### src/rtl/led_trail_pwm_pkg.sv
// Shared constants and helpers for the LED comet-trail PWM renderer.
package led_trail_pwm_pkg;

   localparam int WIDTH_D    = 8;
   localparam int PWM_BITS_D = 4;
   localparam int DECAY_D    = 4;

   function automatic int max_of(input int bits);
      return (1 << bits) - 1;
   endfunction

   function automatic int sat_sub(input int a, input int d);
      return (a > d) ? a - d : 0;
   endfunction

   function automatic int popcount(input logic [31:0] v);
      int n;
      n = 0;
      for (int i = 0; i < 32; i++)
         n += int'(v[i]);
      return n;
   endfunction

   function automatic int hsb(input logic [31:0] v);
      int h;
      h = 0;
      for (int i = 0; i < 32; i++)
         if (v[i]) h = i;
      return h;
   endfunction

endpackage

### src/rtl/led_trail_pwm_channel.sv
// One LED: brightness register with set/decay, PWM compare, registered drive.
module led_pwm_channel
   import led_trail_pwm_pkg::*;
#(
   parameter int PWM_BITS = PWM_BITS_D,
   parameter int DECAY    = DECAY_D
) (
   input  logic                clk,
   input  logic                reset,
   input  logic                step,
   input  logic                set,
   input  logic [PWM_BITS-1:0] pwm_cnt,
   output logic                led
);

   localparam int MAX = max_of(PWM_BITS);

   logic [PWM_BITS-1:0] bright;

   always_ff @(posedge clk or negedge reset) begin
      if (!reset) begin
         bright <= '0;
         led    <= 1'b0;
      end else begin
         if (step)
            bright <= set ? PWM_BITS'(MAX)
                          : PWM_BITS'(sat_sub(int'(bright), DECAY));
         led <= (bright > pwm_cnt);
      end
   end

endmodule

### src/rtl/led_trail_pwm.sv
// Comet-trail renderer for the bouncing one-hot LED pattern.
module led_trail_pwm
   import led_trail_pwm_pkg::*;
#(
   parameter int WIDTH    = WIDTH_D,
   parameter int PWM_BITS = PWM_BITS_D,
   parameter int DECAY    = DECAY_D
) (
   input  logic             clk,
   input  logic             reset,
   input  logic [WIDTH-1:0] pattern,
   input  logic             pat_valid,
   input  logic             clr_err,
   output logic [WIDTH-1:0] led,
   output logic [2:0]       pos,
   output logic             onehot_err
);

   localparam int MAX = max_of(PWM_BITS);

   logic [PWM_BITS-1:0] pwm_cnt;
   logic                bad;

   assign bad = (popcount(32'(pattern)) != 1);

   // Period is MAX cycles so bright==MAX never drops out.
   always_ff @(posedge clk or negedge reset) begin
      if (!reset)
         pwm_cnt <= '0;
      else if (pwm_cnt == PWM_BITS'(MAX - 1))
         pwm_cnt <= '0;
      else
         pwm_cnt <= pwm_cnt + 1'b1;
   end

   always_ff @(posedge clk or negedge reset) begin
      if (!reset) begin
         pos        <= '0;
         onehot_err <= 1'b0;
      end else begin
         if (pat_valid && |pattern)
            pos <= 3'(hsb(32'(pattern)));
         if (pat_valid && bad)
            onehot_err <= 1'b1;
         else if (clr_err)
            onehot_err <= 1'b0;
      end
   end

   for (genvar i = 0; i < WIDTH; i++) begin : g_ch
      led_pwm_channel #(
         .PWM_BITS(PWM_BITS),
         .DECAY   (DECAY)
      ) u_ch (
         .clk    (clk),
         .reset  (reset),
         .step   (pat_valid),
         .set    (pattern[i]),
         .pwm_cnt(pwm_cnt),
         .led    (led[i])
      );
   end

endmodule

### config.mk
export PLATFORM = sky130hd
export DESIGN_NAME = led_trail_pwm
export DESIGN_NICKNAME = d
export VERILOG_FILES = /design/src/rtl/led_trail_pwm_pkg.sv /design/src/rtl/led_trail_pwm_channel.sv /design/src/rtl/led_trail_pwm.sv
export SDC_FILE = /design/constraint.sdc
export NUM_CORES = 1
export LEC_CHECK = 0
export CORE_ASPECT_RATIO = 2
export CORE_MARGIN = 10
export CORE_UTILIZATION = 43
export CTS_CLUSTER_DIAMETER = 150
export DETAILED_ROUTE_END_ITERATION = 8
export HOLD_SLACK_MARGIN = 0.15
export PLACE_DENSITY_LB_ADDON = 0.25
export RECOVER_POWER = 100
export SKIP_CTS_REPAIR_TIMING = 1
export SLEW_MARGIN = 10
export SYNTH_ARGS = -nofsm -noshare
export SYNTH_HDL_FRONTEND = slang
export SYNTH_HIERARCHICAL = 1
export SYNTH_SLANG_ARGS = --single-unit
### constraint.sdc
create_clock -name clk -period 1.3 [get_ports clk]
set_clock_uncertainty 0.1 [all_clocks]
set_input_delay 0.39 -clock clk [delete_from_list [all_inputs] [get_ports clk]]
set_output_delay 0.39 -clock clk [all_outputs]
set_load 0.05 [all_outputs]
Word level (Yosys, flattened, before mapping)
Index checks and enable logic that the tools add are counted.
{"block": "classes", "add_sub_neg": 16, "multipliers": 0, "n_div": 0, "order_cmp": 16, "n_eq_ne": 2, "shifts": 0, "n_mux": 26, "bitwise_logic": 0, "n_reduce_logical": 4}
{"cell": "$mux W4", "count": 17}
{"cell": "$gt A4 B3 Y1 const B", "count": 8}
{"cell": "$gt A4 B4 Y1", "count": 8}
{"cell": "$sub A4 B3 Y4 const B", "count": 8}
{"cell": "$mux W3", "count": 6}
{"cell": "$add A7 B1 Y8", "count": 1}
{"cell": "$ne A8 B1 Y1 const B", "count": 1}
{"cell": "$reduce_or A8 Y1", "count": 1}
{"cell": "$add A6 B1 Y7", "count": 1}
{"cell": "$add A5 B1 Y6", "count": 1}
{"cell": "$add A4 B1 Y5", "count": 1}
{"cell": "$add A3 B1 Y4", "count": 1}
{"cell": "$add A4 B1 Y4 const B", "count": 1}
{"cell": "$eq A4 B4 Y1 const B", "count": 1}
{"cell": "$add A2 B1 Y3", "count": 1}
{"cell": "$mux W1", "count": 3}
{"cell": "$add A1 B1 Y2", "count": 1}
{"cell": "$logic_and A1 B1 Y1", "count": 2}
{"cell": "$reduce_bool A2 Y1", "count": 1}
{"block": "totals", "regBits": 48, "latch_bits": 0, "ramBits": 0, "rom_bits": 0, "input_bits": 12, "out_inout_bits": 12, "wordCells": 83, "n_memories": 0}

Logic depth before layout (Yosys ltp)
Gate-level depths: netlist of the first run.
{"block": "depth", "ltp_word": 10, "mapped_depth": 12, "mapped_depth_nobuf": 12}

By module
Netlist of the first run, hierarchy kept.
{"mod": "led_pwm_channel", "instances": 8, "cells_per_inst": 31, "area_per_inst_um2": 287.8, "seq_area_each_um2": 100.1}
{"mod": "led_trail_pwm", "instances": 1, "cells_per_inst": 58, "area_per_inst_um2": 563.0, "seq_area_each_um2": 200.2}

Worst setup path after synthesis of the first run
Ideal clock, no wire load.
{"block": "synth_timing", "path_kind": "input -> register", "start": "in pattern[0]", "end": "reg onehot_err", "setup_ns": 0.121, "arrival_time_ns": 3.039, "required_time_ns": 1.079, "slack_ns": -1.959, "cell_stages": 12, "n_path_buf": 0, "cell_sequence": "inv_1 -> fa_1 -> fa_1 -> fa_1 -> inv_1 -> ha_1 -> inv_1 -> fa_1 -> a211o_1 -> nand2_1 -> o2111ai_1 -> a22o_1"}
{"block": "synth_via", "elab_chain_len": 10, "word_cells_on_any_way": 11, "cone_classes": "add/sub: 7; eq/ne: 1; mux: 1; reduce/logical: 2"}
{"item": "from (decl)", "line_no": "led_trail_pwm.sv:11", "source": "input logic [WIDTH-1:0] pattern,"}
{"item": "$add A1 B1 Y2 *", "line_no": "led_trail_pwm_pkg.sv:20", "source": "n += int'(v[i]);"}
{"item": "$add A2 B1 Y3 *", "line_no": "led_trail_pwm_pkg.sv:20"}
{"item": "$add A3 B1 Y4 *", "line_no": "led_trail_pwm_pkg.sv:20"}
{"item": "$add A4 B1 Y5 *", "line_no": "led_trail_pwm_pkg.sv:20"}
{"item": "$add A5 B1 Y6 *", "line_no": "led_trail_pwm_pkg.sv:20"}
{"item": "$add A6 B1 Y7 *", "line_no": "led_trail_pwm_pkg.sv:20"}
{"item": "$add A7 B1 Y8 *", "line_no": "led_trail_pwm_pkg.sv:20"}
{"item": "$ne A8 B1 Y1 *", "line_no": "led_trail_pwm.sv:24", "source": "assign bad = (popcount(32'(pattern)) != 1);"}
{"item": "$logic_and A1 B1 Y1 *", "line_no": "led_trail_pwm.sv:43", "source": "if (pat_valid && bad)"}
{"item": "$mux W1 or $reduce_bool A2 Y1 (tied branches)"}
{"item": "to (signal assigned)", "line_no": "led_trail_pwm.sv:39", "source": "onehot_err <= 1'b0;"}
{"item": "to (signal assigned)", "line_no": "led_trail_pwm.sv:44", "source": "onehot_err <= 1'b1;"}
{"item": "to (signal assigned)", "line_no": "led_trail_pwm.sv:46", "source": "onehot_err <= 1'b0;"}
{"item": "to (decl)", "line_no": "led_trail_pwm.sv:16", "source": "output logic onehot_err"}
Mark *: on every way between the ends. The rest lies on a longest branch, timed or not.
A chain may end at the register's enable or synchronous reset.

Worst setup path in the final report of the first run
{"block": "layout_timing", "start": "in pattern[1]", "end": "reg onehot_err"}
The elaborated chain is that of the path after synthesis.

==> results of run 1 <==
Yosys cell counts (2+ instances only):
master	n	area, um2
and3_2	8	60.1
and4_1	8	70.1
ha_1	44	551
mux2_1	9	101
nor3b_1	8	60.1
nand2_1	15	56.3
o21ai_0	21	105
and2b_2	8	70.1
a31oi_1	2	12.5
inv_1	62	233
a22o_1	2	17.5
nor2b_1	8	50.1
dfrtp_1	40	1000
o211ai_1	16	120
a21oi_1	33	165
fa_1	4	80.1
nor2_1	9	33.8
worst reg2reg max path, cell delays in order (launching register included):
cell and delay [ns]:
dfrtp_2 0.37, clkbuf_1 0.26, inv_1 0.09, ha_1 0.31
and4_1 0.20, a21oi_1 0.12
cell type report:
class                   instances  area (um2)  share of cell area (%)
clock inverters                 2        10.0                   0.222
flip-flops and latches         40        1010                    22.4
well taps                      88         110                    2.44
repair buffers                 95         952                    21.1
inverters                      63         262                    5.79
multi-input cells             203        2030                    45.0
clock buffers                   6         139                    3.07
power groups by stage:
| stage | clock network, mW | logic (mW) | registers, mW |
|---|---|---|---|
| 3_5_place_dp | 0 | 4.09 | 2.07 |
| 2_1_floorplan | 0 | 1.96 | 2.45 |
| 5_1_grt | 1.35 | 5.25 | 2.15 |
| 3_3_place_gp | 0 | 3.91 | 2.05 |
| 6_report | 1.26 | 4.80 | 2.09 |
| 4_1_cts | 1.29 | 4.12 | 2.05 |
registers in the layout, summed over array words and instances, names as in the netlist:
| register | count |
|---|---|
| pos | 3 |
| g_ch.u_ch/bright | 24 |
| onehot_err | 1 |
| pwm_cnt | 4 |
| g_ch.u_ch/led | 8 |
per-stage QoR:
stage	TNS (ns)	hold slack (ns)
after floorplan	-2.48	-0.00559
after global placement	-12.53	0.281
after detailed placement	-13.31	0.296
after CTS	-6.52	-0.00897
after global routing	-5.87	0.311
final	-4.13	0.289
placed cells by master (no fill, tap or decap), types with 5 or more instances in the layout:
cell type and n:
buf_4 61, inv_1 42, dfrtp_1 33, ha_1 26, a21oi_1 20, ha_4 17
o211ai_1 16, buf_12 15, nand2_1 14, a21oi_2 13, o21ai_0 12, inv_2 11
inv_4 10, mux2_4 9, and4_1 8, nor2_1 8, and2b_2 8, o21ai_2 7
nor3b_1 7, dfrtp_2 7, clkbuf_16 6, nor2b_4 6, dlymetal6s2s_1 5
final timing paths:
path	slack, ns	cells past startpoint	to
max	-1.96	13	onehot_err
min	0.29	3	g_ch[1].u_ch/bright[0]
max in group asynchronous	0.21	3	g_ch[5].u_ch/bright[2]
min reg2reg	0.47	2	pos[0]
min in group asynchronous	0.58	3	g_ch[6].u_ch/led
max reg2reg	-0.23	5	g_ch[6].u_ch/led
kinds of logic after synthesis:
kind of cell             Yosys count  synth area share [%]
adder cells (fa/ha/maj)           48                  22.0
flip-flops                        40                  34.9
AO/OA/AOI/OAI                     78                  15.9
buffers and inverters             63                  8.25
multiplexers                      11                  4.28
AND/OR/NAND/NOR                   66                  14.6
routing by layer:
metal	vias up	wire, um
met1	1258	2930
li1	1267	-
met5	-	0
met3	13	237
met4	0	219
met2	57	4310
==> run summary, run 1 <==
Core Area: 6570 um2
RSZ-0062 raised after global routing: true
internal power: 5.11 mW
CTS Buffer Depth: 2
htree depth: 2
GR Util met2: 24.9%
setup violators final: 33
post-route setup slack: -1.96 ns
post-synthesis net count: 366
GRT Total Usage: 13.6%
antenna viol nets, final: 0
Tmin final: 3.26 ns
clock sinks: 40
via/cell ratio: 5.22
met3 Use GR: 2.99%
Routed Wire Length: 7.70 mm
outcome: finished with violations
ys async rst share: 100%
Slew Limit Fails: 0
crit path capture type: flip-flop
crit path max-delay cell type: fa_1
Fillers: 504
Vias: 2595
antenna violations before repair: 0
Leak: 2.19 nW
reg2reg start: pwm_cnt[2]
worst path bufs/invs: 4
TritonCTS Buffers: 5
Worst Setup Start Kind: primary input
met1 usage: 14.3%
port buffer count: 23
Max-cap violations: 0
hold crit path type: primary input to flip-flop
dpl ws: -2.69 ns
post-synthesis sequential area ratio: 34.9%
relative slew slack: 74.1%
Max stage delay on crit path: 0.55 ns
Worst Max-Slew Pin Slew: 0.388 ns
per-cell routed wire length: 15.5 um
Cell Pwr Density: 1800 nW/um2
Top delay family on crit path: adder cells
Crit Path Class: primary input to flip-flop
Seq cells post-synth: 40
non-filler cells, final: 497
Die X: 77.7 um
clock share of power: 15.5%
die area: 10500 um2
first-pass GRT wire length: 11.6 mm
Worst EP arrival: 3.33 ns
Final Hold Viols: 0
Req. time, crit path: 1.37 ns
root buffer cell: clkbuf_16
crit path max fanout: 3
largest net degree at the start of global routing: 41
switching share of total power: 37.2%
share of layout cells above drive strength 1: 47.9%
Placed Instance Area: 3950 um2
P&R area growth vs syn: 57.6%
dpl hpwl: 5.17 mm
Final period util: 251%
Comb pwr share: 58.9%
Sw Pwr: 3.03 mW
Worst IR Drop VDD: 0.00122 V
drt pass-1 iters: 4
DRC Markers: 0
clk slew on worst S/H paths: 0.06 ns
worst-path cell chain: buf_4 > inv_4 > fa_1 > fa_1 > fa_1 > inv_1 > ha_2 > inv_1 > fa_2 > a211o_1 > nand2_1 > o2111ai_1 > a22o_1
Tot Pwr: 8.15 mW
CP startpoint: pattern[1]
most frequent CP cell: fa_1
Ys Warns: 6
Syn Area/Cell: 9.36 um2
Hold Crit Start: pattern[1]
fmax: 0.307 GHz
failing checks: negative setup slack
total gr overflow: 0
post-synthesis cell type count: 26
Post-Synthesis Cells: 306
cell area after layout: 4520 um2
sequential group share of total power: 25.6%
Die H: 135 um
final design utilization: 68.8%
dpl cells: 468
CTS tree: built
Nets: 468
Main synth FF type: dfrtp_1
EDFF count, synth: 0
Starting Density: 43.6%
ANT cells: 0
# rows: 42
vias in the first global route: 2523
initial drt markers: 151
gr busiest metal: met2
Ports: 24
Synth Cell Area: 2870 um2
clock latency on the worst-skew pair: 0.29 ns
placer congestion estimate: 0.769
Note: power is estimated with default switching activity, not from simulation.
==> run 2, diff against run 1 <==
Settings changed: SLEW_MARGIN 10 to 40.
==> results of run 2 <==
Same layout as run 1: the final DEF is identical, and so are final timing and power.
==> run 3, diff against run 2 <==
Settings changed: PLACE_DENSITY set to 0.6, PLACE_DENSITY_LB_ADDON 0.25 to unset.
Clock period 1.3 ns to 3.43 ns, I/O delays scaled along.
==> run 3 against run 2 <==
Against the previous run: the run ends with max-capacitance violations, max-slew violations, negative setup slack left; critical path depth unchanged; clock-buffer cell count unchanged; cell area down 22%; die area unchanged; worst setup slack better by 1.6 ns; largest cell class unchanged; worst hold slack better by 0.10 ns; clock power down 57%; largest power group unchanged.
==> run summary, run 3 (synthesis gave the netlist of run 1 again) <==
ANT cells: 0 (unchanged)
dpl hpwl: 4.60 mm (was 5.17 mm)
Max-cap violations: 1 (was 0)
final design utilization: 53.3% (was 68.8%)
P&R area growth vs syn: 22.2% (was 57.6%)
drt pass-1 iters: 4 (unchanged)
CTS tree: built (unchanged)
Tmin final: 3.81 ns
most frequent CP cell: fa_1 (unchanged)
first-pass GRT wire length: 10.5 mm (was 11.6 mm)
# rows: 42 (unchanged)
Leak: 1.72 nW (was 2.19 nW)
Cell Pwr Density: 678 nW/um2 (was 1800 nW/um2)
Vias: 2278 (was 2595)
setup TNS after final layout: -0.376 ns (was -4.13 ns)
relative slew slack: -48.4% (was 74.1%)
Routed Wire Length: 6.18 mm (was 7.70 mm)
clk slew on worst S/H paths: 0.06 ns (about the same)
worst path bufs/invs: 4 (unchanged)
Crit Path Class: primary input to flip-flop (unchanged)
Final Hold Viols: 0 (unchanged)
Nets: 411 (was 468)
GRT Total Usage: 12.3% (was 13.6%)
setup violators final: 1 (was 33)
Max stage delay on crit path: 0.56 ns (was 0.55 ns)
via/cell ratio: 5.18 (was 5.22)
htree depth: 2 (unchanged)
Slew Limit Fails: 41 (was 0)
antenna violations before repair: 0 (unchanged)
Tot Pwr: 2.37 mW (was 8.15 mW)
Hold Crit Start: pos[1] (was pattern[1])
CP startpoint: pattern[0] (was pattern[1])
Top delay family on crit path: adder cells (unchanged)
crit path max-delay cell type: fa_1 (unchanged)
Ports: 24 (unchanged)
port buffer count: 23 (unchanged)
Starting Density: 43.6% (unchanged)
Die X: 77.7 um (unchanged)
crit path capture type: flip-flop (unchanged)
max FFs per register: 24 (unchanged)
placer congestion estimate: 0.734 (was 0.769)
Core Area: 6570 um2 (unchanged)
most common cell after layout, fill and taps aside: inv_1 (was buf_4)
CTS Buffer Depth: 2 (unchanged)
clock sinks: 40 (unchanged)
Worst R2R End: g_ch[1].u_ch/led (was g_ch[6].u_ch/led)
clock latency on the worst-skew pair: 0.29 ns (about the same)
most frequent cells in the layout: inv_1, ha_1, dfrtp_1 (was buf_4, inv_1, dfrtp_1)
outcome: finished with violations (unchanged)
r2r setup slk: 1.73 ns (was -0.23 ns)
Final period util: 111%
largest net degree at the start of global routing: 53 (was 41)
die area: 10500 um2 (unchanged)
WHS: 0.390 ns (was 0.289 ns)
Worst Setup Start Kind: primary input (unchanged)
initial drt markers: 100 (was 151)
antenna viol nets, final: 0 (unchanged)
worst-path cell chain: buf_8 > inv_4 > fa_1 > fa_1 > fa_1 > inv_1 > ha_2 > inv_2 > fa_2 > a211o_1 > nand2_1 > o2111ai_2 > a22o_1 (was buf_4 > inv_4 > fa_1 > fa_1 > fa_1 > inv_1 > ha_2 > inv_1 > fa_2 > a211o_1 > nand2_1 > o2111ai_1 > a22o_1)
per-cell routed wire length: 14.0 um (was 15.5 um)
Worst IR Drop VDD: 0.000275 V (was 0.00122 V)
reg2reg path depth: 5 (unchanged)
Worst Max-Slew Pin Slew: 2.23 ns (was 0.388 ns)
dpl cells: 429 (was 468)
RSZ-0062 raised after global routing: true (unchanged)
reg2reg start: pwm_cnt[1] (was pwm_cnt[2])
DRC Markers: 0 (unchanged)
root buffer cell: clkbuf_16 (unchanged)
hold crit path type: flip-flop to flip-flop (was primary input to flip-flop)
crit path max fanout: 3 (unchanged)
fmax: 0.263 GHz
share of layout cells above drive strength 1: 14.8% (was 47.9%)
total gr overflow: 0 (unchanged)
Die H: 135 um (unchanged)
non-filler cells, final: 440 (was 497)
Hold EP: pos[1] (was g_ch[1].u_ch/bright[0])
Req. time, crit path: 3.51 ns (was 1.37 ns)
worst hold stages: 1 (was 3)
Largest regs: g_ch.u_ch/bright: 24 flops, g_ch.u_ch/led: 8 flops, pwm_cnt: 4 flops (unchanged)
vias in the first global route: 2362 (was 2523)
failing checks: max-capacitance violations, max-slew violations, negative setup slack (was negative setup slack)
TritonCTS Buffers: 5 (unchanged)
post-route setup slack: -0.376 ns (was -1.96 ns)
Reg with most FFs: g_ch.u_ch/bright (unchanged)
Worst EP arrival: 3.88 ns (was 3.33 ns)
run 3: changes by cell type in the layout (fill, tap and decap cells not counted), sizes merged:
cell | before | now
bufinv | 0 | 1
clkbuf | 13 | 8
dlygate4sd3 | 1 | 13
buf | 81 | 17
clkdlybuf4s50 | 1 | 5
dlymetal6s2s | 5 | 1
clkinv | 2 | 1
run 3: cell type report:
cell class,count,area (um2)
clock buffers,6,129
fillers,626,3070
well taps,88,110
repair buffers,38,353
clock inverters,2,35.0
multi-input cells,203,1640
inverters,63,239
flip-flops and latches,40,1000
run 3: worst max path at each step:
stage            endpoint  slack, ns  depth (start not counted)
6_report       onehot_err      -0.38                         13
5_1_grt        onehot_err      -0.48                         13
3_5_place_dp   onehot_err      -1.14                         13
3_3_place_gp   onehot_err      -1.06                         13
4_1_cts        onehot_err      -0.81                         13
2_1_floorplan  onehot_err      -0.45                         12
run 3: routing by layer:
metal,routed length [um],track usage (%)
met1,2480,12.3
met2,3420,23.5
met3,187,2.86
met4,90,4.80
met5,0,0
run 3: worst register-to-register path, stage by stage, from the launching register on:
cell and delay [ns]:
dfrtp_1 0.66, inv_1 0.10, ha_1 0.32, nor2b_1 0.13
o211ai_1 0.17, a21oi_1 0.10
run 3: metrics by stage:
| step | worst slack [ns] | instance area [um2] |
|---|---|---|
| 6_report | -0.376 | 3500 |
| 5_1_grt | -0.479 | 3500 |
| 4_1_cts | -0.814 | 3470 |
| 3_5_place_dp | -1.14 | 3310 |
| 3_3_place_gp | -1.06 | 3310 |
| 2_1_floorplan | -0.450 | 2870 |
run 3: power by group:
group / internal (mW) / leakage, nW / total [mW] / switching, mW
registers: 0.625 / 0.436 / 0.762 / 0.137
logic: 0.489 / 1.20 / 1.08 / 0.586
clock network: 0.342 / 0.0808 / 0.537 / 0.194
